[src/rtl/piso_pkg.sv]
// Shared types for the parallel-in serial-out transmitter.
package piso_pkg;

    // Transmitter control states: waiting for a word, or shifting one out.
    typedef enum logic {
        PISO_IDLE  = 1'b0,
        PISO_SHIFT = 1'b1
    } piso_state_t;

endpackage : piso_pkg

[src/rtl/piso_tx_if.sv]
// Word-side handshake plus serial-side outputs of the transmitter.
// The producer drives through "master"; the transmitter connects through "slave".
interface piso_tx_if #(
    parameter int WIDTH = 4
);
    logic [WIDTH-1:0] par_data;
    logic             par_valid;
    logic             par_ready;
    logic             serial_out;
    logic             serial_valid;
    logic             frame_last;
    logic             busy;

    modport master (
        output par_data,
        output par_valid,
        input  par_ready,
        input  serial_out,
        input  serial_valid,
        input  frame_last,
        input  busy
    );

    modport slave (
        input  par_data,
        input  par_valid,
        output par_ready,
        output serial_out,
        output serial_valid,
        output frame_last,
        output busy
    );
endinterface : piso_tx_if

[src/rtl/piso_tx.sv]
// Parallel-in serial-out transmitter. Accepts a WIDTH-bit word on a valid/ready
// handshake and emits it one bit per shift_en tick. The last bit's tick can
// accept the next word, so back-to-back words leave no idle gap on the line.
module piso_tx
    import piso_pkg::*;
#(
    parameter int WIDTH      = 4,
    parameter bit MSB_FIRST  = 1'b1,
    parameter bit IDLE_LEVEL = 1'b0
) (
    input  logic     clk,
    input  logic     reset,
    input  logic     shift_en,
    piso_tx_if.slave bus
);

    localparam int              CNT_W    = $clog2(WIDTH);
    localparam logic [CNT_W-1:0] CNT_LAST = CNT_W'(WIDTH - 1);

    piso_state_t      state_q, state_d;
    logic [WIDTH-1:0] shreg_q, shreg_d;
    logic [CNT_W-1:0] bit_cnt_q, bit_cnt_d;
    logic             serial_out_q, serial_out_d;
    logic             serial_valid_q, serial_valid_d;
    logic             frame_last_q, frame_last_d;

    logic             last_tick_s;
    logic             par_ready_s;
    logic             handshake_s;

    // Handshake decode: ready when idle or when the last bit is consumed this cycle.
    always_comb begin
        last_tick_s = (state_q == PISO_SHIFT) && frame_last_q && shift_en;
        par_ready_s = (state_q == PISO_IDLE) || last_tick_s;
        handshake_s = bus.par_valid && par_ready_s;
    end

    // Next-state, shift register, bit counter and next registered outputs.
    always_comb begin
        state_d   = state_q;
        shreg_d   = shreg_q;
        bit_cnt_d = bit_cnt_q;
        case (state_q)
            PISO_IDLE: begin
                if (handshake_s) begin
                    shreg_d   = bus.par_data;
                    bit_cnt_d = '0;
                    state_d   = PISO_SHIFT;
                end else begin
                    state_d   = PISO_IDLE;
                end
            end
            PISO_SHIFT: begin
                if (!shift_en) begin
                    // Bit is stretched: hold everything.
                    state_d = PISO_SHIFT;
                end else if (frame_last_q) begin
                    if (handshake_s) begin
                        shreg_d   = bus.par_data;
                        bit_cnt_d = '0;
                        state_d   = PISO_SHIFT;
                    end else begin
                        shreg_d   = '0;
                        bit_cnt_d = '0;
                        state_d   = PISO_IDLE;
                    end
                end else begin
                    if (MSB_FIRST) begin
                        shreg_d = {shreg_q[WIDTH-2:0], 1'b0};
                    end else begin
                        shreg_d = {1'b0, shreg_q[WIDTH-1:1]};
                    end
                    bit_cnt_d = bit_cnt_q + CNT_W'(1);
                end
            end
            default: begin
                state_d   = PISO_IDLE;
                shreg_d   = '0;
                bit_cnt_d = '0;
            end
        endcase

        serial_valid_d = (state_d == PISO_SHIFT);
        frame_last_d   = serial_valid_d && (bit_cnt_d == CNT_LAST);
        if (serial_valid_d) begin
            serial_out_d = MSB_FIRST ? shreg_d[WIDTH-1] : shreg_d[0];
        end else begin
            serial_out_d = IDLE_LEVEL;
        end
    end

    // State and output registers with synchronous reset; reset aborts any word in flight.
    always_ff @(posedge clk) begin
        if (reset) begin
            state_q        <= PISO_IDLE;
            shreg_q        <= '0;
            bit_cnt_q      <= '0;
            serial_out_q   <= IDLE_LEVEL;
            serial_valid_q <= 1'b0;
            frame_last_q   <= 1'b0;
        end else begin
            state_q        <= state_d;
            shreg_q        <= shreg_d;
            bit_cnt_q      <= bit_cnt_d;
            serial_out_q   <= serial_out_d;
            serial_valid_q <= serial_valid_d;
            frame_last_q   <= frame_last_d;
        end
    end

    assign bus.par_ready    = par_ready_s;
    assign bus.serial_out   = serial_out_q;
    assign bus.serial_valid = serial_valid_q;
    assign bus.frame_last   = frame_last_q;
    assign bus.busy         = serial_valid_q;

endmodule : piso_tx

[src/flat_wrapper.sv]
// flat-port wrapper written by rule: the top's interface ports become plain ports
module piso_tx_flat import piso_pkg::*;
#(
    parameter int WIDTH      = 4,
    parameter bit MSB_FIRST  = 1'b1,
    parameter bit IDLE_LEVEL = 1'b0
)
  (clk, reset, shift_en, bus_par_data, bus_par_valid, bus_par_ready, bus_serial_out, bus_serial_valid, bus_frame_last, bus_busy);
  piso_tx_if #(.WIDTH(WIDTH)) bus_i ();
  input  logic clk;
  input  logic reset;
  input  logic shift_en;
  input wire logic [$bits(bus_i.par_data)-1:0] bus_par_data;
  input wire logic [$bits(bus_i.par_valid)-1:0] bus_par_valid;
  output wire logic [$bits(bus_i.par_ready)-1:0] bus_par_ready;
  output wire logic [$bits(bus_i.serial_out)-1:0] bus_serial_out;
  output wire logic [$bits(bus_i.serial_valid)-1:0] bus_serial_valid;
  output wire logic [$bits(bus_i.frame_last)-1:0] bus_frame_last;
  output wire logic [$bits(bus_i.busy)-1:0] bus_busy;
  assign bus_i.par_data = bus_par_data;
  assign bus_i.par_valid = bus_par_valid;
  assign bus_par_ready = bus_i.par_ready;
  assign bus_serial_out = bus_i.serial_out;
  assign bus_serial_valid = bus_i.serial_valid;
  assign bus_frame_last = bus_i.frame_last;
  assign bus_busy = bus_i.busy;
  piso_tx #(.WIDTH(WIDTH), .MSB_FIRST(MSB_FIRST), .IDLE_LEVEL(IDLE_LEVEL)) u_core (.clk(clk), .reset(reset), .shift_en(shift_en), .bus(bus_i));
endmodule
[config.mk]
export PLATFORM = sky130hd
export DESIGN_NAME = piso_tx_flat
export DESIGN_NICKNAME = d
export VERILOG_FILES = /design/src/rtl/piso_pkg.sv /design/src/rtl/piso_tx_if.sv /design/src/rtl/piso_tx.sv /design/src/flat_wrapper.sv
export SDC_FILE = /design/constraint.sdc
export NUM_CORES = 1
export LEC_CHECK = 0
export ABC_AREA = 1
export ABC_CLOCK_PERIOD_IN_PS = 1200
export CORE_AREA = 3 3 43 45
export CTS_CLUSTER_SIZE = 16
export DETAILED_ROUTE_END_ITERATION = 10
export DIE_AREA = 0 0 46 48
export PLACE_DENSITY_LB_ADDON = 0.3
export SETUP_SLACK_MARGIN = 0.4
export SLEW_MARGIN = 20
export SYNTH_ARGS = -nofsm -noshare
export SYNTH_HDL_FRONTEND = slang
export SYNTH_SLANG_ARGS = --single-unit
[constraint.sdc]
create_clock -name clk -period 1.2 [get_ports clk]
set_clock_uncertainty 0.05 [all_clocks]
set_input_delay 0.18 -clock clk [delete_from_list [all_inputs] [get_ports clk]]
set_output_delay 0.18 -clock clk [all_outputs]
set_load 0.01 [all_outputs]
Word-level counts from Yosys, hierarchy flattened. Index checks and enable logic that the tools add are counted.

Reduce and logical (&&, ||, !) cells: 7. Bitwise operators: 2. $add $sub $neg: 1. Multiplexer cells: 13. Equal/unequal tests: 3.

Operator list (count): $mux 4 (4); $pmux 4 s2 (1); $mux 2 (3); $logic_and 1x1->1 (4); $pmux 2 s2 (1); $mux 1 (3); $add 2x1->2 const B (1); $eq 2x2->1 const B (1); $ne 2x1->1 const B (1); $ne 2x2->1 const B (1); $not 1->1 (2); $pmux 1 s2 (1); $reduce_and 2->1 (1); $reduce_or 2->1 (1); $logic_or 1x1->1 (1).

Register bits: 9. Output and inout bits: 5.

Logic depth before layout (Yosys ltp).
Word-level depth: 10. Gate-level depth with buffers: 8. Mapped depth without buffers: 7.

Worst setup path after synthesis. No wires, ideal clock.

Kind: flip-flop to flip-flop. From: register u_core.bus.busy (netlist name). To: register u_core.shreg_q[2]. Required time: 1.033 ns. Data arrival time: 0.977 ns. Clock period less this slack: 1.144 ns. Cell stages (with the launch flop): 6. Path slack: 0.056 ns. Path through: dfxtp_1 > nor2_1 > nor2_1 > nand2_1 > nor2_1 > nor2_1.

RTL lines: to (signal assigned) (line piso_tx.sv:103) `shreg_q <= shreg_d;`; to (decl) (line piso_tx.sv:21) `logic [WIDTH-1:0] shreg_q, shreg_d;`.

==> flow_metrics.py <==
metrics = {
    "timing": {
        "final_period_minus_worst_setup_slack_ps": 1089,
        "max_clock_freq_mhz": 918.7,
        "worst_rel_slew_slack": 0.8472,
        "slew_violations": 0,
        "timing.final.setup_violations": 0,
        "fin_crit_sh": 0.9071,
        "hold_violations": 0,
        "worst-slew-pin-transition_ps": 228.9,
        "setup_repair_after_global_routing_missed_its_margin": "yes",
    },
    "cts": {
        "numCtsBuffers": 3,
        "max-clock-path-buffers": 2,
        "root_buffer": "sky130_fd_sc_hd__clkbuf_4",
        "htree_num_levels": 1,
        "tritoncts_num_sinks": 9,
        "cts_tree": "built",
        "cts_hold_buffers": 0,
        "clk_pin_slew_ps": 60,
        "insertion_delay_to_the_later_sink_of_the_worst_skew_pair_ps": 260,
    },
    "placed_design": {
        "port_buffers": 12,
        "placer_congestion": 0.7499,
        "place.detailed.hpwl_um": 830.4,
        "placed_cells": 103,
    },
    "synthesis": {
        "largest_family_of_logic_cells_by_synthesized_area": "simple AND/OR/NAND/NOR gates",
        "ys_seq_area_frac": 0.3978,
        "synth.most_common_cell": "sky130_fd_sc_hd__nor2_1",
        "post-synth-top-area-cell": "sky130_fd_sc_hd__dfxtp_1",
        "syn_area_per_cell_um2": 6.291,
        "synth-async-reset-ratio": 0,
        "yosys_warnings": 0,
        "synth_compound_gate_area_share": 0.07459,
        "yosys-mux-area-fraction": 0,
        "synthCells": 72,
        "synth_top_cells_by_area": "sky130_fd_sc_hd__dfxtp_1 (40%), sky130_fd_sc_hd__nor2_1 (15%), sky130_fd_sc_hd__nand2_1 (12%)",
        "synthXorXnorAreaFrac": 0,
        "post_synth_most_frequent_cells": "sky130_fd_sc_hd__nor2_1 (18), sky130_fd_sc_hd__nand2_1 (15), sky130_fd_sc_hd__inv_1 (12)",
        "postSynthRegisterBits": 9,
        "synthesis.area_um2": 452.9,
        "dominantRegCellSynth": "sky130_fd_sc_hd__dfxtp_1",
        "synthAdderAreaFrac": 0,
        "yosysUniqueCellTypes": 13,
        "synth_edf_count": 0,
        "synth_top_area_frac": 0.3978,
        "mappedNetlistNets": 80,
        "yosys.area_share.simple": 0.3867,
    },
    "outcome": {
        "outcome": "completed",
    },
    "detailed_routing": {
        "drtPass1Iterations": 4,
        "drtIter0Drc": 11,
        "count_of_unresolved_drc_violations_after_routing": 0,
        "vias": 475,
        "vias_per_cell": 4.398,
        "antenna_left": 0,
        "route.detailed.wl_per_inst_um": 9.907,
        "drt_total_wl_um": 1070,
    },
    "flow_run": {
        "timing.max_cap.violations": 0,
    },
    "global_route": {
        "grt_pass1_wl_um": 1725,
        "globalRoute.totalOverflow": 0,
        "initial_antenna_violation_count": 0,
        "grt_pass1_vias": 416,
        "global_route.usage.total": 0.1126,
        "grt_start_max_net_pins": 10,
    },
    "worst_hold_path": {
        "worst_hold_startpoint": "bus_par_valid",
        "hold_path_depth": 3,
        "min_path_type": "input pin to flop",
    },
    "final_layout": {
        "syn2layout_area_growth_pct": 59.67,
        "antenna-diode-count": 0,
        "fill_cells": 162,
        "drive_above_1_share": 0.3152,
        "nets": 101,
        "multiInputGateArea_um2": 269.0,
        "layout.cells.non_filler": 108,
        "area.sequential_um2": 188.9,
    },
    "setup_path": {
        "worst-path-max-fanout": 6,
        "critical_path.startpoint_type": "flop",
        "worstPathArrival_ps": 1190,
        "setup.worst_path.start": "u_core.bus.busy",
        "timing.rr.start": "u_core.bus.busy",
        "critPathRequiredTime_ps": 1300,
        "worstSetupPathType": "flop to flop",
        "timing.reg2reg.worst_path_depth": 7,
        "end_kind": "flop",
    },
    "floorplanning": {
        "top_level_pins": 13,
        "initial_utilization": 0.3007,
        "core_um2": 1506,
        "floorplan.die.height_um": 48,
        "die_w_um": 46,
        "die_area_um2": 2208,
        "row_count": 14,
    },
    "power_and_ir_drop": {
        "leakage_uw": 0.0003621,
        "ir_worst_vdd_v": 0.0005173,
        "cellPowerDensity_nw_per_um2": 986.1,
        "power.total_uw": 713.2,
    },
}
worst max-delay path, cell delays in order, from the launching register on:
cell and delay, ps:
sky130_fd_sc_hd__dfxtp_4 370, sky130_fd_sc_hd__buf_6 130, sky130_fd_sc_hd__inv_6 60, sky130_fd_sc_hd__nor2_4 40, sky130_fd_sc_hd__nor2_4 100, sky130_fd_sc_hd__nand2_1 80, sky130_fd_sc_hd__nor2_1 100, sky130_fd_sc_hd__nor2_1 50
worst paths after layout:
kind                             to  slack, ps
setup / recovery  u_core.shreg_q[1]        110
hold / removal    u_core.shreg_q[0]        370
setup reg to reg  u_core.shreg_q[1]        110
hold reg to reg   u_core.shreg_q[0]        430
cells by family (layout without fill, tap and decap cells):
logic type,after synthesis,after routing
AOI/OAI and AO/OA,6,6
buffers and inverters,15,35
DFF,9,9
and+or+nand+nor,42,42
metrics by stage:
stage	TNS, ps	cell area (um2)	utilization	setup WS (ps)	hold slack (ps)
CTS	0	696.9	0.4626	122.5	368.2
global route	0	723.2	0.4801	38.42	375.9
detailed placement	-1942	645.6	0.4286	-377.9	426.0
finish	0	723.2	0.4801	111.5	370.7
floorplan	0	483.0	-	250.9	194.7
global placement	-1791	645.6	0.4286	-371.4	416.7
report_power, final:
group	switching (uW)	leakage (uW)	internal (uW)
sequential	13.5	0.0000755	313
clock	106	0.0000177	123
combinational	79.9	0.000269	78.4
total	199	0.000362	514
layout make-up:
type                            instances  share of cell area
Tap cell                               16             0.02768
Inverter                               13             0.07439
Clock buffer                            3             0.03114
Sequential cell                         9              0.2612
Timing Repair Buffer                   18              0.2266
Multi-Input combinational cell         48              0.3720
Clock inverter                          1            0.006920
metal layers:
metal / global-route usage / share of wire / up-vias
met2: 0.1758 / 0.51 / 8
li1: - / - / 260
met5: 0 / 0 / -
met4: 0.03409 / 0 / 0
met3: 0.05639 / 0.054 / 0
met1: 0.1353 / 0.43 / 207
timing repair:
item,4_1_cts,5_1_grt
endpoints found under the setup margin,14,14
pin swaps,6,2
setup buffers,1,0
gates resized for setup,32,7
endpoints found under the hold margin,0,0
placed cells by master, fill, tap and decap left out:
| cell type | count |
|---|---|
| sky130_fd_sc_hd__a21oi_1 | 2 |
| sky130_fd_sc_hd__a21oi_4 | 1 |
| sky130_fd_sc_hd__buf_2 | 2 |
| sky130_fd_sc_hd__buf_4 | 4 |
| sky130_fd_sc_hd__buf_6 | 5 |
| sky130_fd_sc_hd__clkbuf_4 | 3 |
| sky130_fd_sc_hd__clkdlybuf4s50_1 | 5 |
| sky130_fd_sc_hd__clkinv_2 | 1 |
| sky130_fd_sc_hd__dfxtp_1 | 6 |
| sky130_fd_sc_hd__dfxtp_2 | 1 |
| sky130_fd_sc_hd__dfxtp_4 | 2 |
| sky130_fd_sc_hd__dlygate4sd2_1 | 2 |
| sky130_fd_sc_hd__inv_1 | 12 |
| sky130_fd_sc_hd__inv_6 | 1 |
| sky130_fd_sc_hd__nand2_1 | 13 |
| sky130_fd_sc_hd__nand2_4 | 3 |
| sky130_fd_sc_hd__nand3_1 | 4 |
| sky130_fd_sc_hd__nand3_2 | 1 |
| sky130_fd_sc_hd__nand3b_1 | 1 |
| sky130_fd_sc_hd__nand4_1 | 2 |
| sky130_fd_sc_hd__nor2_1 | 13 |
| sky130_fd_sc_hd__nor2_2 | 2 |
| sky130_fd_sc_hd__nor2_4 | 3 |
| sky130_fd_sc_hd__o21ai_0 | 1 |
| sky130_fd_sc_hd__o21ai_1 | 2 |
flip-flops by register name (all words and copies together) (netlist names):
register               flops
u_core.bus.serial_out      1
u_core.bit_cnt_q           2
u_core.bus.busy            1
u_core.shreg_q             4
u_core.bus.frame_last      1
No activity file was read; power rests on OpenSTA's default activity.
